**config.mk**
```make
export PLATFORM = sky130hd
export DESIGN_NAME = div_sequencer
export DESIGN_NICKNAME = d
export VERILOG_FILES = /design/src/rtl/div_sequencer.sv
export SDC_FILE = /design/constraint.sdc
export NUM_CORES = 1
export LEC_CHECK = 0
export CAP_MARGIN = 20
export CELL_PAD_IN_SITES_DETAIL_PLACEMENT = 2
export CELL_PAD_IN_SITES_GLOBAL_PLACEMENT = 2
export CORE_AREA = 2 2 183 185
export CTS_CLUSTER_DIAMETER = 40
export DETAILED_ROUTE_END_ITERATION = 10
export DIE_AREA = 0 0 185 187
export PLACE_DENSITY_LB_ADDON = 0.1
export SYNTH_ARGS = -nofsm -noshare
export SYNTH_HDL_FRONTEND = slang
export SYNTH_SLANG_ARGS = --single-unit
```
**constraint.sdc**
```tcl
create_clock -name clk -period 3.8 [get_ports clk]
set_clock_uncertainty 0.1 [all_clocks]
set_input_delay 1.14 -clock clk [delete_from_list [all_inputs] [get_ports clk]]
set_output_delay 1.14 -clock clk [all_outputs]
set_load 0.02 [all_outputs]
```
**src/rtl/div_sequencer.sv**
```systemverilog
// div_sequencer: front-end controller for the shared unsigned iterative divider.
// It serves RV M-extension DIV/DIVU/REM/REMU requests one at a time.
// It resolves divide-by-zero and signed overflow without the divider, hands
// operand magnitudes to the divider, and sign-corrects the result. The result
// is held until the pipeline takes it.
// Optional feature: define DIV_RESULT_REUSE_EN to keep a one-entry result
// cache that answers repeated operand pairs without using the divider.
module div_sequencer #(
  parameter int XLEN = 32
) (
  input  logic            clk,
  input  logic            reset_n,
  input  logic            req_valid,
  output logic            req_ready,
  input  logic [1:0]      req_op,
  input  logic [XLEN-1:0] req_rs1,
  input  logic [XLEN-1:0] req_rs2,
  input  logic            kill,
  output logic            resp_valid,
  input  logic            resp_ready,
  output logic [XLEN-1:0] resp_data,
  output logic            div_start,
  input  logic            div_ready,
  input  logic            div_valid,
  input  logic            div_error,
  output logic [XLEN-1:0] div_dividend,
  output logic [XLEN-1:0] div_divisor,
  input  logic [XLEN-1:0] div_quotient,
  input  logic [XLEN-1:0] div_remainder
);

  // state | meaning
  // IDLE  | ready for a request
  // ISSUE | operands latched, waiting for div_ready to pulse start
  // WAIT  | divider busy, waiting for div_valid
  // RESP  | result held on resp_data until resp_ready
  // DRAIN | killed while divider busy, discard its next result
  typedef enum logic [2:0] {S_IDLE, S_ISSUE, S_WAIT, S_RESP, S_DRAIN} state_t;

  localparam logic [XLEN-1:0] ONES    = '1;
  localparam logic [XLEN-1:0] INT_MIN = {1'b1, {(XLEN-1){1'b0}}};

  state_t          state;
  logic            op_rem;
  logic            neg_q;
  logic            neg_r;
  logic [XLEN-1:0] rs1_l;

  logic            accept;
  logic            is_signed_in;
  logic [XLEN-1:0] mag1_in;
  logic [XLEN-1:0] mag2_in;
  logic            div0_in;
  logic            ovf_in;
  logic            hit;
  logic [XLEN-1:0] hit_q;
  logic [XLEN-1:0] hit_r;
  logic [XLEN-1:0] q_fix;
  logic [XLEN-1:0] r_fix;

`ifdef DIV_RESULT_REUSE_EN
  logic            c_valid;
  logic            c_signed;
  logic [XLEN-1:0] c_rs1;
  logic [XLEN-1:0] c_rs2;
  logic [XLEN-1:0] c_quot;
  logic [XLEN-1:0] c_rem;
  logic            signed_l;
  logic [XLEN-1:0] rs2_l;
`endif

  assign req_ready  = (state == S_IDLE) && !kill;
  assign accept     = req_valid && req_ready;
  assign div_start  = (state == S_ISSUE) && div_ready && !kill;
  assign resp_valid = (state == S_RESP);

  // Decode the incoming request: magnitudes and the two divider-free cases.
  always_comb begin
    is_signed_in = !req_op[0];
    mag1_in      = (is_signed_in && req_rs1[XLEN-1]) ? -req_rs1 : req_rs1;
    mag2_in      = (is_signed_in && req_rs2[XLEN-1]) ? -req_rs2 : req_rs2;
    div0_in      = (req_rs2 == '0);
    ovf_in       = is_signed_in && (req_rs1 == INT_MIN) && (req_rs2 == ONES);
  end

  // Cache lookup; without the reuse feature nothing ever hits.
  always_comb begin
`ifdef DIV_RESULT_REUSE_EN
    hit   = c_valid && (c_signed == is_signed_in) && (c_rs1 == req_rs1) && (c_rs2 == req_rs2);
    hit_q = c_quot;
    hit_r = c_rem;
`else
    hit   = 1'b0;
    hit_q = '0;
    hit_r = '0;
`endif
  end

  // Sign-correct the divider result; a divider error falls back to divide-by-zero values.
  always_comb begin
    q_fix = neg_q ? -div_quotient  : div_quotient;
    r_fix = neg_r ? -div_remainder : div_remainder;
    if (div_error) begin
      q_fix = ONES;
      r_fix = rs1_l;
    end
  end

  // Main sequencer: request latch, divider handshake, result hold and kill handling.
  always_ff @(posedge clk) begin
    if (!reset_n) begin
      state        <= S_IDLE;
      op_rem       <= 1'b0;
      neg_q        <= 1'b0;
      neg_r        <= 1'b0;
      rs1_l        <= '0;
      resp_data    <= '0;
      div_dividend <= '0;
      div_divisor  <= '0;
`ifdef DIV_RESULT_REUSE_EN
      c_valid      <= 1'b0;
      c_signed     <= 1'b0;
      c_rs1        <= '0;
      c_rs2        <= '0;
      c_quot       <= '0;
      c_rem        <= '0;
      signed_l     <= 1'b0;
      rs2_l        <= '0;
`endif
    end else begin
      case (state)
        S_IDLE: begin
          if (accept) begin
            op_rem       <= req_op[1];
            neg_q        <= is_signed_in && (req_rs1[XLEN-1] ^ req_rs2[XLEN-1]);
            neg_r        <= is_signed_in && req_rs1[XLEN-1];
            rs1_l        <= req_rs1;
            div_dividend <= mag1_in;
            div_divisor  <= mag2_in;
`ifdef DIV_RESULT_REUSE_EN
            signed_l     <= is_signed_in;
            rs2_l        <= req_rs2;
`endif
            if (div0_in) begin
              resp_data <= req_op[1] ? req_rs1 : ONES;
              state     <= S_RESP;
            end else if (ovf_in) begin
              resp_data <= req_op[1] ? '0 : req_rs1;
              state     <= S_RESP;
            end else if (hit) begin
              resp_data <= req_op[1] ? hit_r : hit_q;
              state     <= S_RESP;
            end else begin
              state     <= S_ISSUE;
            end
          end
        end
        S_ISSUE: begin
          if (kill)           state <= S_IDLE;
          else if (div_ready) state <= S_WAIT;
        end
        S_WAIT: begin
          if (div_valid) begin
            if (kill) begin
              state <= S_IDLE;
            end else begin
              resp_data <= op_rem ? r_fix : q_fix;
              state     <= S_RESP;
`ifdef DIV_RESULT_REUSE_EN
              c_valid   <= 1'b1;
              c_signed  <= signed_l;
              c_rs1     <= rs1_l;
              c_rs2     <= rs2_l;
              c_quot    <= q_fix;
              c_rem     <= r_fix;
`endif
            end
          end else if (kill) begin
            state <= S_DRAIN;
          end
        end
        S_RESP: begin
          if (kill || resp_ready) state <= S_IDLE;
        end
        S_DRAIN: begin
          if (div_valid) state <= S_IDLE;
        end
        default: state <= S_IDLE;
      endcase
    end
  end

endmodule

```
==> results of run 1 <==
area by class of cell:
cell class | count | area [um^2]
multi-input cells | 912 | 5640
flip-flops and latches | 133 | 2660
clock inverters | 12 | 176
inverters | 19 | 71.3
clock buffers | 19 | 453
repair buffers | 418 | 3800
fillers | 3801 | 19500
well taps | 448 | 561
worst paths after layout:
path / from / to / slack (ns) / cells past startpoint
worst min register to register: div_divisor[0] / div_divisor[0] / 0.36 / 2
worst max-delay path: kill / div_start / 0.11 / 4
worst min-delay path: div_divisor[0] / div_divisor[0] / 0.36 / 2
worst max register to register: neg_r / resp_data[20] / 1.36 / 7
through the flow:
| stage | setup slack (ns) | setup TNS [ns] | std cells | utilization, % | hold WS [ns] |
|---|---|---|---|---|---|
| 2_1_floorplan | 0.295 | 0 | 1159 | - | 0.332 |
| 3_3_place_gp | -0.291 | -8.17 | 1930 | 38.7 | 0.346 |
| 3_5_place_dp | -0.387 | -11.11 | 1930 | 38.7 | 0.352 |
| 4_1_cts | 0.0409 | 0 | 1961 | 40.6 | 0.368 |
| 5_1_grt | 0.0117 | 0 | 1961 | 40.7 | 0.388 |
| 6_report | 0.113 | 0 | 1961 | 40.7 | 0.360 |
placed cells by master (no fill, tap or decap), drive strengths merged, types with 23 or more instances in the layout:
master           n
a211oi          36
clkdlybuf4s50  235
a21oi          117
xor2            47
buf            183
dfxtp          133
nor2           102
xnor2           49
o21ai          103
maj3            25
nand2          131
nor4            23
report_power, final:
group	internal [mW]	total, mW	switching (mW)
Clock	1.13	1.80	0.670
Combinational	0.535	1.18	0.649
Sequential	1.49	1.57	0.0747
registers in the layout, summed over array words and instances (netlist names):
name and cells:
div_dividend 32, neg_r 1, div_divisor 32, resp_data 32
neg_q 1, op_rem 1, rs1_l 31, state 3
per-layer routing:
metal,GRT usage [%],routed length (um),up-vias
met3,4.50,1960,32
met1,33.8,20300,5167
met5,0,0,-
met2,40.1,20000,226
met4,5.71,589,0
li1,-,-,4943
Yosys cell counts, types with 7 or more instances:
library cell	n
a21oi_1	117
mux2i_1	16
o21ai_1	8
or3_1	22
or4_1	15
a221oi_1	14
a311oi_1	12
or2_2	9
o21ai_0	95
nor2_1	102
buf_2	9
nand2_1	131
xnor2_1	49
o31ai_1	18
nand3_1	18
o211ai_1	10
a211oi_1	36
nor4_1	21
maj3_1	25
nand4_1	14
o41ai_1	15
a31oi_1	13
dfxtp_1	133
clkbuf_1	78
nor3_1	22
o22ai_1	7
inv_1	19
xor2_1	47
worst max-delay path, delay by kind of cell:
kind | cells | cell delay, ns
buf+inv | 2 | 1.04
simple gates | 2 | 0.25
kinds of logic after synthesis:
logic type | after synthesis
AND/OR/NAND/NOR | 389
AO/OA/AOI/OAI | 381
multiplexers | 16
adder cells (fa/ha/maj) | 30
XOR/XNOR | 96
flip-flops | 133
buffers and inverters | 114
repair_timing:
action / in CTS / in global routing
hold endpoints to repair: 0 / 0
endpoints found under the setup margin: 0 / 31
resized for setup: 0 / 5
==> out/metrics.csv, run 1 <==
metric,value,unit
critPathSlowestCell,clkdlybuf4s50_1,
dpl_cell_area,12700,um^2
clk_pin_slew,0.06,ns
arrival,2.45,ns
avgSynthCellArea,7.54,um^2
critPathMaxStageDelay,0.59,ns
antenna_left,0,
stdcell_area,13400,um^2
crit_chain,clkdlybuf4s50_1 -> nor2_1 -> and3_1 -> clkdlybuf4s50_1,
syn_inst,1159,
holdBufCountCts,0,
port_buffers,236,
yosysTopAreaCellShare,30.5,%
place_congestion,0.849,
cp-end-kind,primary output,
seq_area_frac_synth,30.5,%
syn-cell-area,8730,um^2
cp.required,2.56,ns
drc,0,
yosys.area.top_type,dfxtp_1,
cts_tree,done,
status,"finished, final reports clean",
synth-adder-area-share,3.58,%
fin_crit,3.69,ns
setup_viol,0,
cts_buffers,17,
drv_slew,0,
max-vdd-ir-drop,269,uV
die_x,185,um
drive_gt1_share,16.0,%
num_io_pins,237,
fp.dieH,187,um
grt_pass1_vias,11000,
tightestPinTransition,0.779,ns
synth_top_family_by_area,compound AO/OA/AOI/OAI gates,
hold_class,register to register,
viasPerCell,5.29,
yosys-top-cells-area,"dfxtp_1 30%, a21oi_1 6.7%, nand2_1 5.6%, o21ai_0 5.4%, xnor2_1 4.9%",
die-area,34600,um^2
wl,42800,um
area_growth_syn_to_layout,53.0,%
clock.fmax,271,MHz
grt_max_degree,121,
worstSkewPairLatency,0.43,ns
cp-start-kind,input port,
async_flop_share,0,%
overflow,0,
synth_xor_area_share,9.63,%
synth_ff_type,dfxtp_1,
initial_core_util,26.6,%
hold_violations,0,
wl_per_cell,21.8,um
synthMuxAreaShare,1.83,%
n_antenna_cell,0,
rows,67,
slew-limit-headroom,48.1,%
synth-warning-count,0,
critPathKind,input port to primary output,
layout.nets,1644,
p_leak,4.68,nW
cts_root_buf,clkbuf_16,
yosys_register_bits,133,
critical_path.max_fanout,4,
antenna_found_initial,0,
grt_first_pass_wirelength,65900,um
yosys.area_share.simple,21.3,%
yosys.cell_types.count,66,
core,32900,um^2
synth_compound_area_share,27.9,%
syn_nets,1302,
rsz0062_at_grt,no,
dp_hpwl,33000,um
clock_sinks,133,
drt_pass1_iterations,5,
cpMostUsedCell,clkdlybuf4s50_1,
clk_path_buf_depth,2,
vias,10400,
finalCritPeriodShare,97.0,%
power_density,340,nW/um^2
post_cts_buffers,0,
p_total,4.55,mW
maxCapViolCount,0,
synth-edff-count,0,
htree_levels,4,
track_usage,24.7,%
drt_iter0_markers,532,
Note: power is estimated with default switching activity, not from simulation.
==> inputs of run 2 (changes only) <==
--- a/config.mk
+++ b/config.mk
@@ -5,13 +5,14 @@
 export SDC_FILE = /design/constraint.sdc
 export NUM_CORES = 1
 export LEC_CHECK = 0
+export ABC_AREA = 1
 export CAP_MARGIN = 20
 export CELL_PAD_IN_SITES_DETAIL_PLACEMENT = 2
 export CELL_PAD_IN_SITES_GLOBAL_PLACEMENT = 2
-export CORE_AREA = 2 2 183 185
+export CORE_AREA = 2 2 200 202
 export CTS_CLUSTER_DIAMETER = 40
 export DETAILED_ROUTE_END_ITERATION = 10
-export DIE_AREA = 0 0 185 187
+export DIE_AREA = 0 0 202 204
 export PLACE_DENSITY_LB_ADDON = 0.1
 export SYNTH_ARGS = -nofsm -noshare
 export SYNTH_HDL_FRONTEND = slang
==> run 2 against run 1 <==
Net effect:
- synthesized cell count increased by 50%
- cell count is 28% higher
- combinational power is 100% higher
- core utilization fell by 5.5 points
- hold slack lost 0.00071 ns
- via count up 22%
- count of clock-buffer cells in the layout is 1 higher
- sequential power up 9.6%
- critical path type unchanged
==> out/metrics.csv, run 2 <==
metric,value,unit,change
synth-edff-count,0,,unchanged
slew-limit-headroom,50.8,%,+2.8 points
yosys.area.top_type,dfxtp_1,,
drive_gt1_share,6.37,%,-9.6 points
reg.largest.list,"div_dividend: 32 flops, div_divisor: 32 flops, resp_data: 32 flops",,
htree_levels,4,,unchanged
track_usage,25.6,%,+0.97 points
finalCritPeriodShare,96.0,%,-1.1 points
num_io_pins,237,,unchanged
p_total,5.95,mW,+31%
endpoint,req_ready,,
cp.required,2.56,ns,about the same
critical_path.max_fanout,3,,-1
async_flop_share,0,%,unchanged
rsz0062_at_grt,no,,
clock_sinks,133,,unchanged
vias,12600,,+22%
syn_nets,1876,,+44%
antenna_found_initial,0,,unchanged
port_buffers,236,,unchanged
synth-warning-count,0,,unchanged
die-area,41200,um^2,+19%
rows,73,,+9.0%
p_leak,5.83,nW,+25%
grt_max_degree,84,,-31%
grt_first_pass_wirelength,80800,um,+23%
clk_pin_slew,0.07,ns,about the same
yosys.cell_types.count,46,,-30%
clock.fmax,274,MHz,+1.1%
yosys-top-cells-area,"dfxtp_1 27%, nand2_1 17%, nor2_1 8.7%, nand3_1 7.7%, a21oi_1 7.6%",,
drv_slew,0,,unchanged
worstSkewPairLatency,0.46,ns,+0.03 ns
maxCapViolCount,0,,unchanged
drt_iter0_markers,538,,+1.1%
max-vdd-ir-drop,347,uV,+29%
drc,0,,unchanged
grt_pass1_vias,13600,,+23%
power_density,431,nW/um^2,+27%
fin_crit,3.65,ns,-0.0407 ns
clk_path_buf_depth,2,,unchanged
hold_violations,0,,unchanged
drt_pass1_iterations,4,,-1
critPathKind,input port to primary output,,
final_util,35.2,%,-5.5 points
fp.dieH,204,um,+9.1%
r2r_start,neg_r,,
wl,52500,um,+23%
cts_root_buf,clkbuf_16,,
status,"finished, final reports clean",,
r2r_cells,11,,+4
layout.nets,2110,,+28%
hold_ws,0.360,ns,-0.000713 ns
yosysTopAreaCellShare,26.6,%,-3.9 points
holdBufCountCts,0,,unchanged
syn_inst,1733,,+50%
overflow,0,,unchanged
cts_tree,done,,
synthMostInstantiatedCell,nand2_1,,
finalSetupTns,0,ns,unchanged
area_growth_syn_to_layout,37.9,%,
syn-cell-area,10000,um^2,+15%
wl_per_cell,21.0,um,-4.0%
ff2ff_setup_slack,1.42,ns,+0.06 ns
setup_viol,0,,unchanged
reg2reg_to,resp_data[8],,
cp-start-kind,input port,,
hold_class,register to register,,
viasPerCell,5.04,,-4.7%
netlist_top_cells_count,"443 x nand2_1, 233 x nor2_1, 192 x inv_1",,
arrival,2.41,ns,-0.04 ns
initial_core_util,25.5,%,-1.0 points
synth_ff_type,dfxtp_1,,
cts_buffers,17,,unchanged
tightestPinTransition,0.737,ns,-0.0423 ns
final_common_cell,nand2_1,,
avgSynthCellArea,5.77,um^2,-23%
antenna_left,0,,unchanged
yosys_register_bits,133,,unchanged
critPathLaunch,kill,,
cp-end-kind,primary output,,
core,39200,um^2,+19%
die_x,202,um,+9.2%
seq_area_frac_synth,26.6,%,-3.9 points
dp_hpwl,41900,um,+27%
n_antenna_cell,0,,unchanged
final_cell_mix,"443 x nand2_1, 234 x clkdlybuf4s50_1, 233 x nor2_1",,
place_congestion,0.857,,+0.99%
## run 2: through the flow
| step | cell area [um^2] | setup WS (ns) | instances |
|---|---|---|---|
| floorplan | 10000 | 0.924 | 1733 |
| global placement | 13200 | 0.00982 | 2473 |
| detailed placement | 13200 | 0.00463 | 2473 |
| CTS | 13800 | 0.0421 | 2504 |
| global route | 13800 | 0.105 | 2504 |
| finish | 13800 | 0.153 | 2504 |
## run 2: worst min path at each step
stage | start | to | cells past startpoint
2_1_floorplan | rs1_l[25] | rs1_l[25] | 2
3_3_place_gp | rs1_l[16] | rs1_l[16] | 2
3_5_place_dp | rs1_l[5] | rs1_l[5] | 2
4_1_cts | rs1_l[16] | rs1_l[16] | 2
5_1_grt | rs1_l[18] | rs1_l[18] | 2
6_report | rs1_l[16] | rs1_l[16] | 2
## run 2: final cells by class
type,instances,area [um^2]
fill,4789,25400
inverter,199,747
sequential,133,2660
timing repair buffer,305,2890
clock inverter,11,174
tap,525,657
multi-input combinational,1311,6210
clock buffer,20,457
## run 2: kinds of logic after synthesis
logic type,Yosys count,share of synthesized area [%]
fa+ha+maj,5,0.625
flops,133,26.6
buf+inv,289,11.4
xor+xnor,29,2.54
compound gates,376,20.7
simple gates,901,38.1
## run 2: per-layer routing
| metal | GRT usage (%) | vias up | share of wire (%) |
|---|---|---|---|
| met1 | 33.6 | 6179 | 47 |
| li1 | - | 6125 | - |
| met2 | 42.2 | 256 | 46 |
| met3 | 4.13 | 61 | 4.0 |
| met5 | 0 | - | 0 |
| met4 | 9.80 | 0 | 3.5 |
## run 2: power breakdown
group / switching (mW) / internal, mW
clock network: 0.725 / 1.13
logic: 1.52 / 0.848
registers: 0.125 / 1.60
total: 2.37 / 3.58
## run 2: worst max-delay path, cell delays in order
cell	delay [ns]
clkdlybuf4s50_1	0.42
buf_4	0.15
nor2_1	0.09
clkdlybuf4s50_1	0.60
## run 2: timing repair
item | 4_1_cts | 5_1_grt
setup endpoints to repair | 0 | 1
setup buffers | 0 | 0
gates resized for setup | 0 | 1
==> inputs of run 3 (changes only) <==
==> constraint.sdc (replaced) <==
create_clock -name clk -period 3.9 [get_ports clk]
set_clock_uncertainty 0.1 [all_clocks]
set_input_delay 1.17 -clock clk [delete_from_list [all_inputs] [get_ports clk]]
set_output_delay 1.17 -clock clk [all_outputs]
set_load 0.02 [all_outputs]
==> run 3 against run 2 <==
Net effect:
- highest routed layer is now met5
- cell count fell by 0.40%
- combinational power down 4%
- worst setup slack better by 0.033 ns
- sequential power down 2%
- via count shrank 0.83%
- core utilization is 0.28 points lower
- hold slack better by 0.011 ns
- critical endpoint unchanged
- total power decreased by 4.7%
- global-route usage is 0.11 points lower
==> out/metrics.csv, run 3 (synthesis results as in run 2) <==
metric,value,unit,change
status,"finished, final reports clean",,
track_usage,25.5,%,-0.11 points
layout.nets,2099,,-0.52%
reg.largest.list,"div_dividend: 32 flops, div_divisor: 32 flops, resp_data: 32 flops",,
wl,52100,um,-0.78%
final_cell_mix,"443 x nand2_1, 234 x clkdlybuf4s50_1, 233 x nor2_1",,
drive_gt1_share,5.94,%,-0.42 points
power_density,414,nW/um^2,-4.0%
area_growth_syn_to_layout,36.8,%,
clock_sinks,133,,unchanged
cp-start-kind,input port,,
critical_path.max_fanout,3,,unchanged
final_util,34.9,%,-0.28 points
tightestPinTransition,0.814,ns,+0.0777 ns
vias,12500,,-0.83%
drc,0,,unchanged
overflow,0,,unchanged
dp_hpwl,41700,um,-0.47%
cts_tree,done,,
fp.dieH,204,um,unchanged
grt_max_degree,104,,+24%
finalCritPeriodShare,95.2,%,
clock.fmax,269,MHz,
setup_ws,0.186,ns,+0.0327 ns
clk_path_buf_depth,2,,unchanged
p_leak,5.77,nW,-1.1%
cts_root_buf,clkbuf_16,,
drt_pass1_iterations,5,,+1
rsz0062_at_grt,no,,
slew-limit-headroom,45.6,%,-5.2 points
final_common_cell,nand2_1,,
drt_iter0_markers,665,,+24%
initial_core_util,25.5,%,unchanged
cp.required,2.63,ns,+0.07 ns
maxCapViolCount,0,,unchanged
n_fill_cell,4846,,+1.2%
htree_levels,4,,unchanged
port_buffers,236,,unchanged
hold_class,register to register,,
place_congestion,0.864,,+0.73%
die-area,41200,um^2,unchanged
cp-end-kind,primary output,,
num_io_pins,237,,unchanged
rows,73,,unchanged
n_antenna_cell,0,,unchanged
arrival,2.44,ns,+0.03 ns
hold_violations,0,,unchanged
fin_crit,3.71,ns,
wl_per_cell,20.9,um,-0.39%
worstSkewPairLatency,0.45,ns,about the same
post_cts_buffers,0,,unchanged
grt_pass1_vias,13500,,-0.39%
critPathKind,input port to primary output,,
die_x,202,um,unchanged
core,39200,um^2,unchanged
dpl_worst_slack,0.0285,ns,+0.0238 ns
antenna_found_initial,2,,+2
viasPerCell,5.02,,-0.43%
antenna_left,0,,unchanged
cts_buffers,17,,unchanged
clk_pin_slew,0.07,ns,about the same
hold_ws,0.371,ns,+0.0110 ns
grt_first_pass_wirelength,80000,um,-0.92%
finalSetupTns,0,ns,unchanged
ff2ff_setup_slack,1.23,ns,-0.19 ns
max-vdd-ir-drop,342,uV,-1.5%
setup_viol,0,,unchanged
drv_slew,0,,unchanged
-- run 3: changes by cell type in the layout (fill, tap and decap cells not counted), sizes merged --
cell / previous run / this run
buf: 70 / 59
inv: 197 / 202
clkbuf: 20 / 17
bufinv: 4 / 2
clkinv: 6 / 8
clkinvlp: 3 / 2
-- run 3: cell type report --
| cell class | instances | area [um^2] | area share (%) |
|---|---|---|---|
| Multi-Input combinational cell | 1311 | 6210 | 45.4 |
| Timing Repair Buffer | 294 | 2820 | 20.6 |
| Tap cell | 525 | 657 | 4.80 |
| Sequential cell | 133 | 2660 | 19.4 |
| Inverter | 199 | 747 | 5.46 |
| Clock inverter | 15 | 166 | 1.22 |
| Clock buffer | 17 | 425 | 3.11 |
-- run 3: stage by stage --
step / power, mW / std cells / instance area (um^2)
final: 5.67 / 2494 / 13700
after global routing: 6.00 / 2494 / 13700
after CTS: 5.73 / 2494 / 13700
after detailed placement: 3.98 / 2462 / 13100
after global placement: 3.93 / 2462 / 13100
after floorplan: 2.92 / 1733 / 10000
-- run 3: repair_timing --
| action | in CTS | in global routing |
|---|---|---|
| setup endpoints to repair | 0 | 1 |
| gates resized for setup | 0 | 1 |
| hold buffers | 0 | 0 |
-- run 3: final timing paths --
kind / startpoint / endpoint / depth (start not counted)
hold reg to reg: rs1_l[16] / rs1_l[16] / 2
hold / removal: rs1_l[16] / rs1_l[16] / 2
setup / recovery: kill / req_ready / 4
setup reg to reg: neg_q / resp_data[2] / 10
-- run 3: routing by layer --
metal / vias up / GRT usage (%) / share of wire, %
met5: - / 0 / 0.044
met4: 4 / 8.35 / 2.8
met3: 49 / 4.34 / 3.7
met2: 207 / 43.8 / 47
met1: 6148 / 32.5 / 46
li1: 6108 / - / -
-- run 3: where the power goes --
part / internal (mW) / total (mW) / switching (mW)
Sequential: 1.55 / 1.68 / 0.128
Combinational: 0.815 / 2.27 / 1.45
Clock: 0.958 / 1.71 / 0.756
Total: 3.33 / 5.67 / 2.34
-- run 3: worst max-delay path, cell delays in order --
cell and delay, ns:
clkdlybuf4s50_1 0.43, buf_4 0.15, nor2_1 0.09, clkdlybuf4s50_1 0.61
